### config.mk
export PLATFORM = sky130hd
export DESIGN_NAME = mix_columns_seq
export DESIGN_NICKNAME = d
export VERILOG_FILES = /design/src/rtl/mix_columns_seq.sv
export SDC_FILE = /design/constraint.sdc
export NUM_CORES = 1
export LEC_CHECK = 0
export CAP_MARGIN = 5
export CORE_ASPECT_RATIO = 0.8
export CORE_MARGIN = 5
export CORE_UTILIZATION = 47
export DETAILED_ROUTE_END_ITERATION = 8
export PLACE_DENSITY_LB_ADDON = 0.25
export SYNTH_ARGS = -nofsm -noshare
export SYNTH_HDL_FRONTEND = slang
export SYNTH_SLANG_ARGS = --single-unit
### constraint.sdc
create_clock -name clk -period 3.3 [get_ports clk]
set_input_delay 0.66 -clock clk [delete_from_list [all_inputs] [get_ports clk]]
set_output_delay 0.66 -clock clk [all_outputs]
set_load 0.05 [all_outputs]
### src/rtl/mix_columns_seq.sv
`default_nettype none
// +--------------------------------------------------------------------------+
// | mix_columns_seq: sequential AES MixColumns, one 32-bit column per cycle.  |
// | Optional inverse transform enabled by macro MIX_COLUMNS_INV_EN.          |
// | Revision: 1.0                                                            |
// +--------------------------------------------------------------------------+
module mix_columns_seq (
  input  logic         clk,
  input  logic         rst_n,
`ifdef MIX_COLUMNS_INV_EN
  input  logic         inv,
`endif
  input  logic         in_valid,
  output logic         in_ready,
  input  logic [127:0] in_data,
  output logic         out_valid,
  input  logic         out_ready,
  output logic [127:0] out_data,
  output logic         busy
);

  typedef enum logic [1:0] {
    S_IDLE = 2'd0,
    S_BUSY = 2'd1,
    S_DONE = 2'd2
  } state_t;

  state_t       r_state;
  state_t       w_state_nxt;
  logic [1:0]   r_col;
  logic [127:0] r_work;
  logic [31:0]  w_col_in;
  logic [31:0]  w_col_out;
  logic         w_accept;
  logic         w_consume;

  function automatic logic [7:0] xtime(input logic [7:0] a);
    return {a[6:0], 1'b0} ^ (a[7] ? 8'h1B : 8'h00);
  endfunction

  // Row 0 of each column sits in the most significant byte.
  function automatic logic [31:0] mix_fwd(input logic [31:0] col);
    logic [7:0] a0, a1, a2, a3;
    logic [7:0] x0, x1, x2, x3;
    a0 = col[31:24]; a1 = col[23:16]; a2 = col[15:8]; a3 = col[7:0];
    x0 = xtime(a0);  x1 = xtime(a1);  x2 = xtime(a2); x3 = xtime(a3);
    return {x0 ^ (x1 ^ a1) ^ a2 ^ a3,
            a0 ^ x1 ^ (x2 ^ a2) ^ a3,
            a0 ^ a1 ^ x2 ^ (x3 ^ a3),
            (x0 ^ a0) ^ a1 ^ a2 ^ x3};
  endfunction

`ifdef MIX_COLUMNS_INV_EN
  logic r_inv;

  // 9 = x8^1, B = x8^x2^1, D = x8^x4^1, E = x8^x4^x2 from chained xtime.
  function automatic logic [31:0] mix_inv(input logic [31:0] col);
    logic [7:0] a   [4];
    logic [7:0] m9  [4];
    logic [7:0] mb  [4];
    logic [7:0] md  [4];
    logic [7:0] me  [4];
    logic [7:0] x2, x4, x8;
    for (int i = 0; i < 4; i++) begin
      a[i]  = col[31-8*i -: 8];
      x2    = xtime(a[i]);
      x4    = xtime(x2);
      x8    = xtime(x4);
      m9[i] = x8 ^ a[i];
      mb[i] = x8 ^ x2 ^ a[i];
      md[i] = x8 ^ x4 ^ a[i];
      me[i] = x8 ^ x4 ^ x2;
    end
    return {me[0] ^ mb[1] ^ md[2] ^ m9[3],
            m9[0] ^ me[1] ^ mb[2] ^ md[3],
            md[0] ^ m9[1] ^ me[2] ^ mb[3],
            mb[0] ^ md[1] ^ m9[2] ^ me[3]};
  endfunction

  always_ff @(posedge clk or negedge rst_n) begin
    if (!rst_n) begin
      r_inv <= 1'b0;
    end else if (w_accept) begin
      r_inv <= inv;
    end
  end

  assign w_col_out = r_inv ? mix_inv(w_col_in) : mix_fwd(w_col_in);
`else
  assign w_col_out = mix_fwd(w_col_in);
`endif

  assign w_accept  = in_valid && (r_state == S_IDLE);
  assign w_consume = out_ready && (r_state == S_DONE);

  always_comb begin
    w_col_in = r_work[127:96];
    case (r_col)
      2'd0:    w_col_in = r_work[127:96];
      2'd1:    w_col_in = r_work[95:64];
      2'd2:    w_col_in = r_work[63:32];
      default: w_col_in = r_work[31:0];
    endcase
  end

  always_comb begin
    w_state_nxt = r_state;
    case (r_state)
      S_IDLE:  if (w_accept) w_state_nxt = S_BUSY;
      S_BUSY:  if (r_col == 2'd3) w_state_nxt = S_DONE;
      S_DONE:  if (w_consume) w_state_nxt = S_IDLE;
      default: w_state_nxt = S_IDLE;
    endcase
  end

  always_ff @(posedge clk or negedge rst_n) begin
    if (!rst_n) begin
      r_state <= S_IDLE;
    end else begin
      r_state <= w_state_nxt;
    end
  end

  // Counter wraps 3->0 naturally on the final BUSY cycle.
  always_ff @(posedge clk or negedge rst_n) begin
    if (!rst_n) begin
      r_col  <= 2'd0;
      r_work <= 128'd0;
    end else if (w_accept) begin
      r_col  <= 2'd0;
      r_work <= in_data;
    end else if (r_state == S_BUSY) begin
      r_col <= r_col + 2'd1;
      case (r_col)
        2'd0:    r_work[127:96] <= w_col_out;
        2'd1:    r_work[95:64]  <= w_col_out;
        2'd2:    r_work[63:32]  <= w_col_out;
        default: r_work[31:0]   <= w_col_out;
      endcase
    end
  end

  assign in_ready  = (r_state == S_IDLE);
  assign out_valid = (r_state == S_DONE);
  assign busy      = (r_state != S_IDLE);
  assign out_data  = r_work;

endmodule
`default_nettype wire

==> implementation parameters <==
Parameter                              Value

STA
  Slew Viols, Final    0
  Actual slew at the worst max-slew pin    1.13 ns
  Hold Vio Cnt, Final    0
  Fin Hold WS    0.279 ns
  Final setup violation count    0
  Min Tclk post-route    3.08 ns
  Final clock skew    ~0.011 ns
  Worst setup margin    0.216 ns
  RSZ-0062 raised after global routing    no
  Sum of negative setup slack    0 ns
  Remaining max-slew budget at the tightest pin    0.246
  Final cycle utilization of the critical path    0.934
  Highest clock frequency the design can meet    324 MHz

Synth
  Number of warnings printed during yosys synthesis    0
  Total of flip-flops plus latches after synthesis    132
  Cells taking the most area after synthesis    sky130_fd_sc_hd__dfrtp_1 41%, sky130_fd_sc_hd__xnor2_1 13%, sky130_fd_sc_hd__a22oi_1 11%, sky130_fd_sc_hd__xor2_1 8.1%, sky130_fd_sc_hd__o21ai_1 7.5%
  Mean Syn Cell Area    9.71 µm²
  Dominant cell type by area after synthesis    sky130_fd_sc_hd__dfrtp_1
  Number of cells produced by synthesis    about 840
  Number of library cell types mapped by synthesis    36
  Portion of synthesized cell area occupied by the leading cell type    0.405
  Syn Nets    976
  Synthesized area    between 8000 and 9000 µm²
  Sequential cell area fraction in the yosys report    0.405

Finish
  Area taken by multi-input logic gates    4530 µm²
  Area added between synthesis and finish    46.1%
  Fillcell total    1324
  Share of layout cells above drive strength 1    0.102
  Diode insertion count for antenna repair    0
  Area taken by flip-flops and latches    3300 µm²
  Post-layout instance count excluding filler cells    1355
  Final net count    1254

Drt
  First-pass iteration count of the detailed router    9
  Post-DR vias/cell    6.12
  Post-detailed-route count of antenna-violating nets    0
  Initial detailed-routing violation count    1080
  Overall via count from detail_route    8286
  Final routed wire length divided by cell count    24.5 µm
  Routed wire length    33200 µm
  Drc violations    0

Clocking
  TritonCTS clock tree    done
  Sink Count    132
  Deepest level of the CTS H-tree    4
  Resized Gates After CTS    0
  Post-CTS setup buffers    0
  Buffer levels on the longest clock path    2
  Post-CTS clock slew at the launch and capture registers of the worst setup and hold paths    0.07 ns
  Root Buffer    sky130_fd_sc_hd__clkbuf_16
  Clk Latency, worst-skew pair    0.43 ns
  Total of hold buffers inserted after clock tree synthesis    0
  TritonCTS buffer count    17

Global routing
  Vias in the first global route    slightly above 8k
  Largest net degree at the start of global routing    55
  First-pass GRT wire length    49600 µm
  Overflow left after global routing    0
  Global-route usage over all layers    0.325
  Initial antenna violation count    0

Run status
  Result of the run    complete, no violations

Placement
  Post-DP HPWL    25100 µm
  Port Buffer Count    262
  Placed instance count    ~1.3k
  Last weighted congestion value of the routability-driven placer    0.939
  Setup WS pre-CTS    ~0.29 ns

Die
  Number of top-level pins    roughly 260
  Height of the die    128 µm
  Placement row count    43
  Width of the chip    approximately 160 µm
  DIE AREA    20100 µm²
  Area of the core    ~17000 µm²
  Effective utilization at floorplan    0.475

Setup path
  Worst Path Arrival    around 3.4 ns
  Data required, critical path    3.60 ns
  R2R Setup Slk    about 0.22 ns
  Sort of element at the end of the critical path    flop
  CP Max Fanout    13
  Startpoint kind of the worst setup timing path    flop
  CP Class    reg -> reg

Flow run
  Max-capacitance violation count    0

Hold path
  Worst hold path type    in -> async
-- critical path, cell delays in order (launching register included) --
cell,delay [ns]
sky130_fd_sc_hd__dfrtp_1,0.43
sky130_fd_sc_hd__inv_1,0.11
sky130_fd_sc_hd__ha_1,0.22
sky130_fd_sc_hd__buf_4,0.20
sky130_fd_sc_hd__a222oi_1,0.58
sky130_fd_sc_hd__buf_4,0.24
sky130_fd_sc_hd__xor2_1,0.34
sky130_fd_sc_hd__xnor2_1,0.19
sky130_fd_sc_hd__o21ai_2,0.07
sky130_fd_sc_hd__xnor2_1,0.45
sky130_fd_sc_hd__o21ai_1,0.13
-- metrics by stage --
step	utilization	area, µm²
2_1_floorplan	-	8150
6_report	0.693	11900
4_1_cts	0.693	11900
3_5_place_dp	0.656	11300
5_1_grt	0.693	11900
3_3_place_gp	0.656	11300
-- final cells by class --
type                            instances  share of cell area
Inverter                                5             0.00158
Multi-Input combinational cell        634               0.381
Sequential cell                       132               0.278
Timing Repair Buffer                  327               0.263
Clock inverter                         12              0.0141
Tap cell                              225              0.0237
Clock buffer                           20              0.0392
-- layer usage --
metal / routed length [µm] / GRT usage / up-vias / share of wire
li1: - / - / 3635 / -
met1: 14600 / 0.485 / 4016 / 0.44
met2: 14000 / 0.459 / 593 / 0.42
met3: 4040 / 0.0965 / 42 / 0.12
met4: 593 / 0.0855 / 0 / 0.018
met5: 0 / 0 / - / 0
-- worst paths after layout --
kind | endpoint | depth (start not counted) | startpoint
min in group clk | out_data[37] | 2 | out_data[37]
max in group asynchronous | out_data[106] | 2 | rst_n
worst min-delay path | out_data[83] | 1 | rst_n
worst max register to register | out_data[126] | 10 | r_col[0]
worst max-delay path | out_data[126] | 10 | r_col[0]
worst min register to register | out_data[37] | 2 | out_data[37]
-- layout by cell type (no fill, tap or decap), types with 17 or more instances in the layout --
cell type | netlist | layout
sky130_fd_sc_hd__clkdlybuf4s50_1 | 0 | 261
sky130_fd_sc_hd__dfrtp_1 | 132 | 132
sky130_fd_sc_hd__a22oi_1 | 124 | 124
sky130_fd_sc_hd__o21ai_1 | 122 | 122
sky130_fd_sc_hd__xnor2_1 | 118 | 117
sky130_fd_sc_hd__xor2_1 | 75 | 75
sky130_fd_sc_hd__buf_4 | 0 | 64
sky130_fd_sc_hd__o21ai_0 | 34 | 34
sky130_fd_sc_hd__a222oi_1 | 32 | 32
sky130_fd_sc_hd__nand2_1 | 27 | 27
sky130_fd_sc_hd__nor2_1 | 27 | 27
sky130_fd_sc_hd__clkbuf_16 | 0 | 17
-- cells in the mapped netlist, drive strengths merged --
cell and instances:
a21boi 1, a21o 6, a21oi 14, a222oi 32, a22o 5, a22oi 124
a31o 3, a31oi 1, and2 10, buf 14, clkbuf 54, clkinv 1
dfrtp 132, ha 5, inv 4, mux2 2, mux2i 3, nand2 27
nand2b 9, nand3 2, nor2 27, nor2b 2, o21ai 162, o21bai 2
or2 2, xnor2 119, xor2 76
-- kinds of logic after synthesis --
group                      count (synthesis)  share of synthesized area
muxes                                      5                    0.00799
AOI/OAI and AO/OA                        350                      0.284
adders and majority gates                  5                    0.00768
and+or+nand+nor                           79                     0.0438
xor gates and xnor gates                 195                      0.211
DFF                                      132                      0.405
buffers and inverters                     73                     0.0401
-- sequential cells by signal (all words and copies together) (netlist names) --
name	count
r_col	2
r_state	2
out_data	128
Power is left out: the tool's default activity adds up to more than one toggle a clock period on the data nets, which glitch-free logic cannot reach.
==> edit 1: new RTL, config.mk and constraints unchanged <==
Encoding of `state_t`: now one-hot (3 bits for 3 states).
--- a/src/rtl/mix_columns_seq.sv
+++ b/src/rtl/mix_columns_seq.sv
@@ -19,10 +19,10 @@
   output logic         busy
 );
 
-  typedef enum logic [1:0] {
-    S_IDLE = 2'd0,
-    S_BUSY = 2'd1,
-    S_DONE = 2'd2
+  typedef enum logic [2:0] {
+    S_IDLE = 3'b001,
+    S_BUSY = 3'b010,
+    S_DONE = 3'b100
   } state_t;
 
   state_t       r_state;
Check against the original RTL: no difference found for any inputs over 4 cycles, from zero or initial values and one cycle with rst_n low; so few cycles prove little.
==> edit 1 against the original RTL <==
Setup slack worse by 0.092 ns; worst hold slack better by 0.0013 ns; die area down 0.90%; cell area down 0.44%; synthesized cell count down 1.8%; routed wire length down 0.36%; sequential share of layout area up 0.34 points; sequential cell count up 1; synthesized area down 0.97%; largest cell class unchanged.
Power is left out: the tool's default activity adds up to more than one toggle a clock period on the data nets, which glitch-free logic cannot reach.
==> edit 1: results (changes against the original RTL) <==
* H-Tree Depth at 4 (unchanged)
* Crit start category: flip-flop
* Register-to-Register Path Depth at 9 (-1)
* Max reg flops at 128 (unchanged)
* Setup Skew at 0.00786 ns (-0.00324 ns)
* Vias in the first global route at 7958 (-1.8%)
* CTS root buffer: clkbuf_16
* Vias per cell at 6.15 (+0.60%)
* Max FO, Critical Path at 35 (+22)
* DP Worst Slack at 0.306 ns (+0.0194 ns)
* Post-DP HPWL at 24500 µm (-2.4%)
* DR pass1 iterations at 9 (unchanged)
* Synth area leaders: dfrtp_1, xnor2_1, a22oi_1, o21ai_0, xor2_1
* R2R Path End: out_data[123]
* Slowest cell on crit path: a222oi_1
* R2r setup slk at 0.12 ns (-0.09 ns)
* Initial antenna violation count at 0 (unchanged)
* Largest net degree at the start of global routing at 85 (+55%)
* Global-route wire length before repair at 49700 µm (+0.22%)
* RD Place Congestion at 1.07 (+14%)
* Synth cell count leaders: dfrtp_1, o21ai_0, xnor2_1
* Post-Synthesis Mean Instance Area at 9.79 µm² (+0.84%)
* Initial DRC Count at 1000 (-7.4%)
* Mapped Nets at 960 (-1.6%)
* # diodes at 0 (unchanged)
* Worst min path class: in2async
* Fin nets at 1241 (-1.0%)
* Synth unique cells at 38 (+5.6%)
* Routed WL per cell at 24.7 µm (+0.99%)
* Sequential share of the synthesized area at 0.413 (+0.00722)
* Max Buffers Root-to-Sink at 2 (unchanged)
* Layout cell share with drive strength beyond 1 at 0.0958 (-0.00598)
* Fin cells at 1337 (-1.3%)
* Max-slew headroom at 0.484 (+0.238)
* Total Routing Usage GR at 0.325 (+0.000445)
* CTS Buf Count at 17 (unchanged)
* Status: completed
* Post-CTS setup buffers at 0 (unchanged)
* Crit path DAT at 3.45 ns (+0.07 ns)
* Max stage delay on crit path at 0.72 ns (+0.14 ns)
-- edit 1: cell families after synthesis --
group | Yosys count | synth area share
multiplexers | 8 | 0.0130
XOR/XNOR | 190 | 0.208
adder cells (fa/ha/maj) | 4 | 0.00620
flip-flops | 133 | 0.413
AO/OA/AOI/OAI | 340 | 0.281
buffers and inverters | 75 | 0.0413
AND/OR/NAND/NOR | 74 | 0.0374
-- edit 1: area by class of cell --
class	count	area (µm²)
clock buffer	20	447
clock inverter	11	153
fill	1231	4860
inverter	8	30.0
multi-input combinational	616	4420
sequential	133	3330
tap	220	275
timing repair buffer	329	3200
-- edit 1: critical path, delay by kind of cell, from the launching register on --
kind | cells | cell delay (ns)
AO/OA/AOI/OAI | 3 | 1.12
XOR/XNOR | 3 | 0.97
adder cells (fa/ha/maj) | 1 | 0.23
buffers and inverters | 2 | 0.26
flip-flops | 1 | 0.42
-- edit 1: worst max path at each step --
| stage | endpoint | slack [ns] | cells after the start |
|---|---|---|---|
| after global placement | out_data[105] | 0.27 | 10 |
| final | out_data[123] | 0.12 | 9 |
| after floorplan | out_valid | 0.67 | 3 |
| after detailed placement | out_data[92] | 0.31 | 10 |
| after global routing | out_data[73] | 0.05 | 10 |
| after CTS | out_data[123] | 0.22 | 9 |
-- edit 1: metrics by stage --
stage / cell area, µm² / hold WS (ns) / utilization
floorplan: 8070 / 0.364 / -
global route: 11800 / 0.339 / 0.709
global placement: 11200 / 0.515 / 0.673
CTS: 11800 / 0.301 / 0.709
finish: 11800 / 0.281 / 0.709
detailed placement: 11200 / 0.519 / 0.673
-- edit 1: metal layers --
layer	wire length, µm	part of all wire	track usage
met1	14300	0.43	0.496
met2	13400	0.41	0.450
met3	4700	0.14	0.104
met4	673	0.020	0.0694
met5	0	0	0
==> edit 2: new RTL, same settings <==
Without the edit above. Add a define of `MIX_COLUMNS_INV_EN`.
--- a/src/rtl/mix_columns_seq.sv
+++ b/src/rtl/mix_columns_seq.sv
@@ -4,6 +4,8 @@
 // | Optional inverse transform enabled by macro MIX_COLUMNS_INV_EN.          |
 // | Revision: 1.0                                                            |
 // +--------------------------------------------------------------------------+
+`define MIX_COLUMNS_INV_EN
+
 module mix_columns_seq (
   input  logic         clk,
   input  logic         rst_n,
Ports: changed (added inv); port bits go from 263 to 264. The function was not compared with the original's and may differ.
==> edit 2 against the original RTL <==
The run now ends with negative setup slack left; setup slack got worse by 0.53 ns; routed wire length rose by 46%; sequential share of layout area fell by 8.3 points; synthesized cell count rose by 26%; synthesized area rose by 20%; die area rose by 18%; utilization rose by 14 points; final cell count rose by 36%; cell area rose by 44%; sequential cell count rose by 1; critical endpoint is now out_data[101]; highest routed layer is now met5.
Power is left out: the tool's default activity adds up to more than one toggle a clock period on the data nets, which glitch-free logic cannot reach.
==> edit 2: results (changes against the original RTL) <==
* Final setup violation count at 107 (+107)
* Crit path DAT at 3.93 ns (+0.55 ns)
* Initial antenna violation count at 1 (+1)
* Synth cell count leaders: xnor2_1, dfrtp_1, nand2_1
* Synth unique cells at 46 (+28%)
* Max FO, Critical Path at 8 (-5)
* Routing usage on met3 at 0.107 (+0.0106)
* Post-DP HPWL at 33700 µm (+34%)
* Final WL at 48300 µm (+46%)
* Fin nets at 1703 (+36%)
* Layout cell share with drive strength beyond 1 at 0.349 (+0.247)
* Synth area leaders: dfrtp_1, xnor2_1, xor2_1, a22oi_1, o21ai_0
* Setup Skew at 0.0124 ns (+0.00132 ns)
* Global routing usage on met2 at 0.557 (+0.0981)
* Failing checks: negative setup slack
* DR pass1 iterations at 7 (-2)
* Fillers at 1156 (-13%)
* Vias per cell at 6.15 (+0.51%)
* Ys flop type: dfrtp_1
* Met1 Resource Use GR at 0.525 (+0.0396)
* Fin worst setup slack at -0.316 ns (-0.532 ns)
* Clk Latency, worst-skew pair at 0.44 ns
* RD Place Congestion at 0.989 (+5.3%)
* Max-slew headroom at 0.349 (+0.103)
* CTS Buf Count at 17 (unchanged)
* Largest net degree at the start of global routing at 67 (+22%)
* Sequential share of the synthesized area at 0.341 (-0.0644)
* IO Port Bufs at 263 (+0.38%)
* Status: complete, but fails checks
* # diodes at 0 (unchanged)
* Initial DRC Count at 1633 (+51%)
* Mapped Nets at 1197 (+23%)
* Total Routing Usage GR at 0.371 (+0.0465)
* Fin Setup TNS at -16.54 ns (-16.54 ns)
==> edit 2: cell types whose count changed after synthesis, sizes merged, moves of 19 or more <==
cell   unedited run  this run
a22oi           124        67
buf              14        33
nor2             27        50
mux2i             3        44
nand2            27       119
inv               4        37
xnor2           119       159
o21ai           162       124
==> edit 2: kinds of logic (layout without fill, tap and decap cells) <==
family,after synthesis,count (layout),share of synthesized area
buffers and inverters,118,637,0.0514
adders and majority gates,5,5,0.00641
and+or+nand+nor,201,201,0.0828
AOI/OAI and AO/OA,312,312,0.217
muxes,46,46,0.0495
xor gates and xnor gates,244,244,0.252
DFF,133,133,0.341
==> edit 2: worst paths after layout <==
kind	from	endpoint	cells past startpoint
worst max register to register	r_col[0]	out_data[101]	14
worst max-delay path	r_col[0]	out_data[101]	14
worst min-delay path	rst_n	out_data[102]	1
worst min register to register	r_state[1]	r_state[0]	1
max in group asynchronous	rst_n	out_data[8]	2
min in group clk	r_state[1]	r_state[0]	1
==> edit 2: final cells by class <==
cell class / count / share of cell area
multi-input cells: 808 / 0.435
well taps: 269 / 0.0196
inverters: 38 / 0.00847
flip-flops and latches: 133 / 0.194
repair buffers: 567 / 0.307
clock buffers: 17 / 0.0248
clock inverters: 15 / 0.0106
==> edit 2: per-layer routing <==
| metal | up-vias | wire length [µm] |
|---|---|---|
| met3 | 167 | 6220 |
| met2 | 958 | 21700 |
| li1 | 4751 | - |
| met5 | - | 9 |
| met1 | 5474 | 18300 |
| met4 | 2 | 2020 |
==> edit 2: worst max-delay path, cell delays in order, from the launching register on <==
cell and delay [ns]:
dfrtp_2 0.43, inv_4 0.07, ha_4 0.20, buf_12 0.15
buf_8 0.12, a222oi_1 0.60, buf_4 0.27, xnor2_2 0.07
o21ai_2 0.24, xor2_1 0.20, xnor2_1 0.18, xnor3_1 0.32
o21ai_2 0.18, xor2_2 0.33, o21ai_1 0.13
==> edit 2: metrics by stage <==
step / area (µm²) / worst slack (ns) / cells / hold WS, ns / util
2_1_floorplan: 9790 / 0.00234 / 1059 / 0.364 / -
5_1_grt: 17100 / -0.400 / 1847 / 0.255 / 0.833
4_1_cts: 16000 / -0.148 / 1825 / 0.235 / 0.778
3_3_place_gp: 14300 / -0.528 / 1758 / 0.486 / 0.696
3_5_place_dp: 14300 / -0.597 / 1758 / 0.491 / 0.696
6_report: 17100 / -0.316 / 1847 / 0.216 / 0.833
==> edit 2: timing repair <==
item	4_1_cts	5_1_grt
gates cloned	1	1
resized for setup	190	181
buffers inserted	38	30
endpoints found under the setup margin	128	128
pin swaps	80	139
